**config.mk**
```make
export PLATFORM = sky130hd
export DESIGN_NAME = reg_desl_iter_flat
export DESIGN_NICKNAME = d
export VERILOG_FILES = /design/src/rtl/reg_desl_iter_if.sv /design/src/rtl/reg_desl_iter.sv /design/src/flat_wrapper.sv
export SDC_FILE = /design/constraint.sdc
export NUM_CORES = 1
export LEC_CHECK = 0
export CAP_MARGIN = 20
export CORE_MARGIN = 5
export CORE_UTILIZATION = 42
export DETAILED_ROUTE_END_ITERATION = 8
export PLACE_DENSITY = 0.81
export SLEW_MARGIN = 20
export SYNTH_ARGS = -nofsm -noshare
export SYNTH_HDL_FRONTEND = slang
export SYNTH_SLANG_ARGS = --single-unit
export TNS_END_PERCENT = 100
```
**constraint.sdc**
```tcl
create_clock -name clk -period 1.9 [get_ports clk]
set_input_delay 0.38 -clock clk [delete_from_list [all_inputs] [get_ports clk]]
set_output_delay 0.38 -clock clk [all_outputs]
set_load 0.01 [all_outputs]
```
**src/rtl/reg_desl_iter_if.sv**
```systemverilog
// reg_desl_iter_if: request/result bundle between the control unit and the iterative shifter.
interface reg_desl_iter_if #(
  parameter int WIDTH = 32,
  parameter int AMT_W = 5
);
  logic             Start;
  logic [1:0]       ContShifts;
  logic [1:0]       ShiftOp;
  logic [WIDTH-1:0] AFio;
  logic [WIDTH-1:0] BFio;
  logic [AMT_W-1:0] Shamt;
  logic [WIDTH-1:0] Result;
  logic [AMT_W-1:0] AmtOut;
  logic             Busy;
  logic             Done;
  modport master (
    output Start, ContShifts, ShiftOp, AFio, BFio, Shamt,
    input  Result, AmtOut, Busy, Done
  );
  modport slave (
    input  Start, ContShifts, ShiftOp, AFio, BFio, Shamt,
    output Result, AmtOut, Busy, Done
  );
endinterface

```
**src/rtl/reg_desl_iter.sv**
```systemverilog
// reg_desl_iter: sequential shifter, one bit per clock, amount chosen from four sources.
module reg_desl_iter #(
  parameter int WIDTH     = 32,
  parameter int AMT_W     = 5,
  parameter int CONST_AMT = 16
) (
  input logic           clk,
  input logic           reset,
  reg_desl_iter_if.slave bus
);
  typedef enum logic [1:0] {IDLE, SHIFT, DONE} state_t;
  state_t           r_state;
  logic [AMT_W-1:0] r_cnt;
  logic [1:0]       r_op;
  logic [WIDTH-1:0] r_result;
  logic [AMT_W-1:0] r_amt;
  logic             r_busy;
  logic             r_done;
  logic [AMT_W-1:0] w_amt;
  logic [WIDTH-1:0] w_shifted;
  logic             w_unused;
  // Only the low AMT_W bits of BFio form the register-sourced amount.
  assign w_unused = ^bus.BFio[WIDTH-1:AMT_W];
  always_comb begin
    w_amt = bus.ContShifts == 2'b00 ? AMT_W'(CONST_AMT) :
            bus.ContShifts == 2'b01 ? bus.BFio[AMT_W-1:0] :
            bus.ContShifts == 2'b10 ? bus.Shamt : '0;
    w_shifted = r_op == 2'b00 ? {r_result[WIDTH-2:0], 1'b0} :
                r_op == 2'b01 ? {1'b0, r_result[WIDTH-1:1]} :
                r_op == 2'b10 ? {r_result[WIDTH-1], r_result[WIDTH-1:1]} :
                                {r_result[0], r_result[WIDTH-1:1]};
  end
  always_ff @(posedge clk or posedge reset) begin
    if (reset) begin
      r_state  <= IDLE;
      r_cnt    <= '0;
      r_op     <= '0;
      r_result <= '0;
      r_amt    <= '0;
      r_busy   <= 1'b0;
      r_done   <= 1'b0;
    end else begin
      case (r_state)
        IDLE: if (bus.Start) begin
          r_result <= bus.AFio;
          r_op     <= bus.ShiftOp;
          r_cnt    <= w_amt;
          r_amt    <= w_amt;
          r_busy   <= 1'b1;
          r_done   <= w_amt == '0;
          r_state  <= w_amt == '0 ? DONE : SHIFT;
        end
        SHIFT: begin
          r_result <= w_shifted;
          r_cnt    <= r_cnt - 1'b1;
          r_done   <= r_cnt == AMT_W'(1);
          r_state  <= r_cnt == AMT_W'(1) ? DONE : SHIFT;
        end
        default: begin
          r_busy  <= 1'b0;
          r_done  <= 1'b0;
          r_state <= IDLE;
        end
      endcase
    end
  end
  assign bus.Result = r_result;
  assign bus.AmtOut = r_amt;
  assign bus.Busy   = r_busy;
  assign bus.Done   = r_done;
endmodule

```
**src/flat_wrapper.sv**
```systemverilog
// flat-port wrapper written by rule: the top's interface ports become plain ports
module reg_desl_iter_flat 
#(
  parameter int WIDTH     = 32,
  parameter int AMT_W     = 5,
  parameter int CONST_AMT = 16
)
  (clk, reset, bus_Start, bus_ContShifts, bus_ShiftOp, bus_AFio, bus_BFio, bus_Shamt, bus_Result, bus_AmtOut, bus_Busy, bus_Done);
  reg_desl_iter_if #(.WIDTH(WIDTH), .AMT_W(AMT_W)) bus_i ();
  input logic clk;
  input logic reset;
  input wire logic [$bits(bus_i.Start)-1:0] bus_Start;
  input wire logic [$bits(bus_i.ContShifts)-1:0] bus_ContShifts;
  input wire logic [$bits(bus_i.ShiftOp)-1:0] bus_ShiftOp;
  input wire logic [$bits(bus_i.AFio)-1:0] bus_AFio;
  input wire logic [$bits(bus_i.BFio)-1:0] bus_BFio;
  input wire logic [$bits(bus_i.Shamt)-1:0] bus_Shamt;
  output wire logic [$bits(bus_i.Result)-1:0] bus_Result;
  output wire logic [$bits(bus_i.AmtOut)-1:0] bus_AmtOut;
  output wire logic [$bits(bus_i.Busy)-1:0] bus_Busy;
  output wire logic [$bits(bus_i.Done)-1:0] bus_Done;
  assign bus_i.Start = bus_Start;
  assign bus_i.ContShifts = bus_ContShifts;
  assign bus_i.ShiftOp = bus_ShiftOp;
  assign bus_i.AFio = bus_AFio;
  assign bus_i.BFio = bus_BFio;
  assign bus_i.Shamt = bus_Shamt;
  assign bus_Result = bus_i.Result;
  assign bus_AmtOut = bus_i.AmtOut;
  assign bus_Busy = bus_i.Busy;
  assign bus_Done = bus_i.Done;
  reg_desl_iter #(.WIDTH(WIDTH), .AMT_W(AMT_W), .CONST_AMT(CONST_AMT)) u_core (.clk(clk), .reset(reset), .bus(bus_i));
endmodule
```
==> impl_results.md, run 1 <==
- Status: finished clean
- Core box area: 5886 µm²
- Routed len/inst: 17.66 µm
- Syn nets: 307
- Clock sink count: 47
- Antenna violations before repair: 0
- Via count: 2267
- Crit Path Max Fanout: 11
- # rows: 28
- Async SR Flop Fraction: 100.0%
- Post-CTS sizing: 0
- Synth Warn #: 0
- Multi-input gate area: 1229 µm²
- Sw Share: 39.63%
- Family with the most delay on the worst path: buffers and inverters
- Crit-path max cell delay: 0.61 ns
- Most area-consuming cells after synthesis: dfrtp_1, mux2i_1, a32oi_1, o21ai_0, mux2_2
- Worst-skew pair later-pin latency: 0.30 ns
- Share of layout cells above drive strength 1: 11.08%
- Chip Width: 87.58 µm
- Post-synth top area cell: dfrtp_1
- Unrepaired setup endpoints after global routing: no
- Max_slew headroom: 71.49%
- Max-slew violations: 0
- Worst Path Arrival: 1.45 ns
- Register area: 1176 µm²
- Max-Cap Viols: 0
- Bufs and invs on worst path: 1
- First-pass GRT wire length: 11310 µm
- Total Power: 5765 µW
- Final period utilization: 96.09%
- Number of synthesized flops with an enable pin: 0
- Lkg Pwr: 0.001432 µW
- Combinational Power Share: 53.6%
- GRT Util Overall: 18.47%
- Synth cell types: 43
- Critical Path RT: 1.52 ns
- Final ANT Viol Nets: 0
- CP endpoint kind: output pin
- Top_reg_cell synth: dfrtp_1
- Total Wirelength: 6905 µm
- Chip height: 87.58 µm
- Fill count: 503
- Vias in the first global route: 2315
- CTS Buf Count: 5
- Critical path type: register to output pin
- Minimum clock period: 1.826 ns
- I/O Buffers: 87
- IO Count: 115
- Startpoint types: register
- Synthesized area per cell: 11.04 µm²
- Cell internal pwr: 3481 µW
- TritonCTS clock tree: yes
- Layout area overhead: 42.87%
- Max Clock Skew: 0.003707 ns
- Top-area cell type share of the netlist area: 46.53%
- DR vias/cell: 5.798
- Seq/Total Area, Yosys: 46.53%
- Nets@finish: 393
- Peak VDD IR: 742.2 µV
- Critical path cell sequence: clkdlybuf4s50_1
- Pre-antenna DRT Iters: 6
- Mapped Cells: 229
- Root buf cell: clkbuf_8
- Final setup fails: 0
- Final Hold Viols: 0
- Largest net degree at the start of global routing: 35
- Achievable Freq: 547.7 MHz
- Critical Path Slowest Stage Cell: clkdlybuf4s50_1
- Clock power frac: 11.7%
- Setup bufs post-CTS: 0
- Synth Cell Area: 2527 µm²
- Hold Path Class: input pin to asynchronous set/reset pin
- Hold Buf Count CTS: 0
- Final core occ: 61.35%
- Worst-Margin Slew: 0.4237 ns
- P per Cell Area: 1597 nW/µm²
- Starting Density: 42.94%
- Die area: 7669 µm²
- Reg clk slew, reported paths: 0.09 ns
- CTS H-tree lvls: 2
- CTS max path bufs: 2
- Net Switching: 2285 µW
- DRC viols: 0
- Yosys reg bits: 47
- Ant diodes: 0
- Flop pwr share: 34.8%
- Gr ovfl total: 0
- Initial DRC count: 152
- Post-DP HPWL: 4932 µm
- GP Congestion: 0.7912
-- placed cells by master, fill, tap and decap left out, types with 2 or more instances in the layout --
master           count
dfrtp_1             47
o21ai_0             36
nor2b_1              4
nand2_1              4
a221o_1              2
buf_4               11
nand2b_1             2
ha_1                 2
a2bb2oi_1            2
nor3_1               2
nor2_1               4
buf_12               2
mux2_2               4
inv_1                3
mux2_4               2
mux2i_1             30
a22o_1               3
a21o_1               2
or3_1                2
clkdlybuf4s50_1     87
o41ai_1              2
a21oi_1              3
a32oi_1             30
a211oi_1             2
clkbuf_8             7
-- sequential cells by signal (all words and copies together) (netlist names) --
name	cells
u_core.bus.AmtOut	5
u_core.bus.Busy	1
u_core.bus.Result	32
u_core.r_cnt	5
u_core.r_op	2
u_core.r_state	2
-- stage by stage --
step | worst slack (ns) | cell area, µm² | TNS [ns] | hold slack, ns | instances
6_report | 0.07422 | 3611 | 0 | 0.3449 | 391
5_1_grt | 0.01375 | 3611 | 0 | 0.3842 | 391
4_1_cts | 0.05805 | 3611 | 0 | 0.3437 | 391
3_5_place_dp | -0.09674 | 3507 | -1.710 | 0.4797 | 383
3_3_place_gp | -0.03321 | 3507 | -0.3518 | 0.4698 | 383
2_1_floorplan | 0.4039 | 2527 | 0 | 0.4718 | 229
-- cell families after synthesis --
group / Yosys count / synth area share (%)
buffers and inverters: 25 / 5.148
AND/OR/NAND/NOR: 30 / 7.426
adder cells (fa/ha/maj): 2 / 0.9899
multiplexers: 36 / 14.85
flip-flops: 47 / 46.53
AO/OA/AOI/OAI: 89 / 25.05
-- layout make-up --
class | instances | area share [%]
repair buffers | 100 | 27.51
multi-input cells | 157 | 34.03
inverters | 4 | 0.4158
clock buffers | 7 | 2.668
well taps | 75 | 2.599
clock inverters | 1 | 0.2079
flip-flops and latches | 47 | 32.57
-- power by group through the flow --
| stage | clock (µW) | combinational (µW) | sequential, µW |
|---|---|---|---|
| floorplan | 0 | 1720 | 2040 |
| global placement | 0 | 3010 | 2000 |
| detailed placement | 0 | 3110 | 2010 |
| CTS | 689 | 3130 | 2000 |
| global route | 725 | 3400 | 2090 |
| finish | 673 | 3090 | 2000 |
-- worst reg2reg max path, stage by stage, from the launching register on --
cell      delay (ns)
dfrtp_1         0.50
buf_4           0.20
o21bai_2        0.34
buf_4           0.29
a32oi_1         0.08
o21ai_0         0.10
-- synthesized netlist by cell type, types with 2 or more instances --
master / count
a32oi_1: 30
inv_1: 4
o21ai_0: 36
or3_1: 2
a22o_1: 3
nand2_1: 4
a2bb2oi_1: 2
buf_6: 3
a221o_1: 2
nand2b_1: 2
nor2_1: 5
mux2_2: 4
dfrtp_1: 47
clkbuf_1: 9
o41ai_1: 2
a21o_1: 2
ha_1: 2
nor3_1: 2
mux2_4: 2
mux2i_1: 30
nor2b_1: 4
a21oi_1: 3
buf_2: 8
a211oi_1: 2
-- per-layer routing --
| layer | global-route usage (%) | wire length, µm | part of all wire (%) | vias up |
|---|---|---|---|---|
| met5 | 0 | 0 | 0 | - |
| met4 | 4.742 | 81 | 1.2 | 0 |
| met1 | 24.60 | 3024 | 44 | 1101 |
| met3 | 4.139 | 483 | 7.0 | 9 |
| li1 | - | - | - | 1077 |
| met2 | 30.55 | 3315 | 48 | 80 |
-- path summary, 6_finish.rpt --
check,startpoint,endpoint,slack [ns],cells after the start
worst min register to register,u_core.bus.AmtOut[1]$_DFFE_PP0P_,u_core.bus.AmtOut[1]$_DFFE_PP0P_,0.50,2
worst max register to register,u_core.r_state[0]$_DFFE_PP0N_,u_core.bus.Result[2]$_DFFE_PP0P_,0.31,5
worst max-delay path,u_core.r_state[1]$_DFFE_PP0N_,bus_Done,0.07,1
worst min-delay path,reset,u_core.bus.Result[19]$_DFFE_PP0P_,0.34,2
max in group asynchronous,reset,u_core.bus.Result[3]$_DFFE_PP0P_,1.08,3
min in group clk,u_core.bus.AmtOut[1]$_DFFE_PP0P_,u_core.bus.AmtOut[1]$_DFFE_PP0P_,0.50,2
No activity file was read; power rests on OpenSTA's default activity.
==> run 2, diff against run 1 <==
- RECOVER_POWER: not set -> 25
==> run 2 against run 1 <==
First-iteration DRC count fell by 2.0%. Worst hold slack gained 0.15 ns. Combinational power barely moved. Global-route usage is the same. Cell area down 0.35%. Via count down 0.31%. Non-clock buffer count is the same. Largest power group unchanged. Fmax is essentially flat. Power shrank 0.11%. Core utilization fell by 0.21 points. Die area did not move.
==> impl_results.md, run 2 (synthesized netlist as in run 1, its figures left out) <==
- Status: finished clean
- Vias in the first global route: 2315
- Core box area: 5886 µm²
- Critical path cell sequence: clkdlybuf4s50_1
- Nets@finish: 393
- CTS max path bufs: 2
- First-pass GRT wire length: 11310 µm
- Most common cell after layout, fill and taps aside: clkdlybuf4s50_1
- P per Cell Area: 1600 nW/µm²
- Via count: 2260
- TritonCTS clock tree: yes
- Reg clk slew, reported paths: 0.09 ns
- Final period utilization: 96.11%
- DR vias/cell: 5.780
- Startpoint types: register
- Min-Delay Endpoint: u_core.bus.AmtOut[1]$_DFFE_PP0P_
- Worst Path Arrival: 1.45 ns
- Family with the most delay on the worst path: buffers and inverters
- Final instance area: 3598 µm²
- Chip Width: 87.58 µm
- Final setup fails: 0
- Gr ovfl total: 0
- Peak VDD IR: 742.0 µV
- Critical path type: register to output pin
- Largest register FFs: 32
- Initial DRC count: 149
- Achievable Freq: 547.6 MHz
- Final ANT Viol Nets: 0
- Share of layout cells above drive strength 1: 10.76%
- Critical Path RT: 1.52 ns
- Worst-Margin Slew: 0.5102 ns
- DRC viols: 0
- IO Count: 115
- Starting Density: 42.94%
- Hold Path Class: register to register
- Setup TNS: 0 ns
- CTS H-tree lvls: 2
- Total Power: 5759 µW
- Routed len/inst: 17.66 µm
- Total stage count of the critical path: 1
- Minimum clock period: 1.826 ns
- Root buf cell: clkbuf_8
- R2R Path Start: u_core.r_state[0]$_DFFE_PP0N_
- Post-CTS sizing: 0
- Largest net degree at the start of global routing: 35
- Post-DP HPWL: 4932 µm
- GP Congestion: 0.7912
- GRT Util Overall: 18.47%
- Layout area overhead: 42.38%
- Hold Buf Count CTS: 0
- HP Start: u_core.bus.AmtOut[1]$_DFFE_PP0P_
- Setup bufs post-CTS: 0
- Final core occ: 61.14%
- Lkg Pwr: 0.001429 µW
- FF-to-FF End: u_core.bus.Result[21]$_DFFE_PP0P_
- Antenna violations before repair: 0
- Pre-antenna DRT Iters: 6
- Leading cell types in the layout, fill and taps excluded: clkdlybuf4s50_1, dfrtp_1, o21ai_0
- Ant diodes: 0
- Max-slew violations: 0
- Unrepaired setup endpoints after global routing: no
- I/O Buffers: 87
- Number of cells on the worst reg-to-reg path: 5
- Critical Path Slowest Stage Cell: clkdlybuf4s50_1
- Worst-skew pair later-pin latency: 0.30 ns
- Die area: 7669 µm²
- Hold path depth: 2
- Chip height: 87.58 µm
- Crit Path Max Fanout: 11
- Final hold slack: 0.4996 ns
- Total Wirelength: 6906 µm
- Placed instance area: 3507 µm²
- CTS Buf Count: 5
- Crit-path max cell delay: 0.61 ns
- CP endpoint kind: output pin
- # rows: 28
- FF-to-FF setup slack: 0.31 ns
- Final Hold Viols: 0
- Max_slew headroom: 65.95%
- Max Clock Skew: 0.003671 ns
- Bufs and invs on worst path: 1
- Max-Cap Viols: 0
- Clock sink count: 47
-- run 2: layer usage --
metal | vias up | global-route usage [%] | wire, µm
met1 | 1098 | 24.60 | 3015
met4 | 0 | 4.742 | 81
met2 | 77 | 30.55 | 3323
met5 | - | 0 | 0
li1 | 1076 | - | -
met3 | 9 | 4.139 | 486
-- run 2: tightest hold or removal path, stage by stage, from the launching register on --
cell	delay (ns)
dfrtp_1	0.36
nand2_1	0.05
o21ai_0	0.06
-- run 2: metrics by stage --
| stage | cells | setup slack (ns) |
|---|---|---|
| after global routing | 391 | 0.01375 |
| after floorplan | 229 | 0.4039 |
| after global placement | 383 | -0.03321 |
| after detailed placement | 383 | -0.09674 |
| after CTS | 391 | 0.05805 |
| final | 391 | 0.07397 |
-- run 2: worst max path at each step --
stage                             startpoint                                end  slack, ns
5_1_grt        u_core.r_state[1]$_DFFE_PP0N_                           bus_Done       0.01
6_report       u_core.r_state[1]$_DFFE_PP0N_                           bus_Done       0.07
3_5_place_dp                       bus_Start  u_core.bus.Result[18]$_DFFE_PP0P_       -0.1
4_1_cts        u_core.r_state[1]$_DFFE_PP0N_                           bus_Done       0.06
2_1_floorplan                          reset   u_core.bus.AmtOut[0]$_DFFE_PP0P_       0.40
3_3_place_gp                       bus_Start  u_core.bus.Result[22]$_DFFE_PP0P_      -0.03
-- run 2: area by class of cell --
cell class / instances / area (µm²)
clock buffer: 7 / 96.34
fill: 504 / 2287
tap: 75 / 93.84
timing repair buffer: 100 / 980.9
sequential: 47 / 1176
multi-input combinational: 157 / 1229
inverter: 4 / 15.01
clock inverter: 1 / 7.507
-- run 2: power by group --
| part | switching (µW) | internal, µW | total [µW] | leakage [µW] |
|---|---|---|---|---|
| Clock | 342 | 331 | 673 | 0.0000505 |
| Sequential | 526 | 1480 | 2010 | 0.000586 |
| Combinational | 1410 | 1670 | 3080 | 0.000792 |
| Total | 2280 | 3480 | 5760 | 0.00143 |
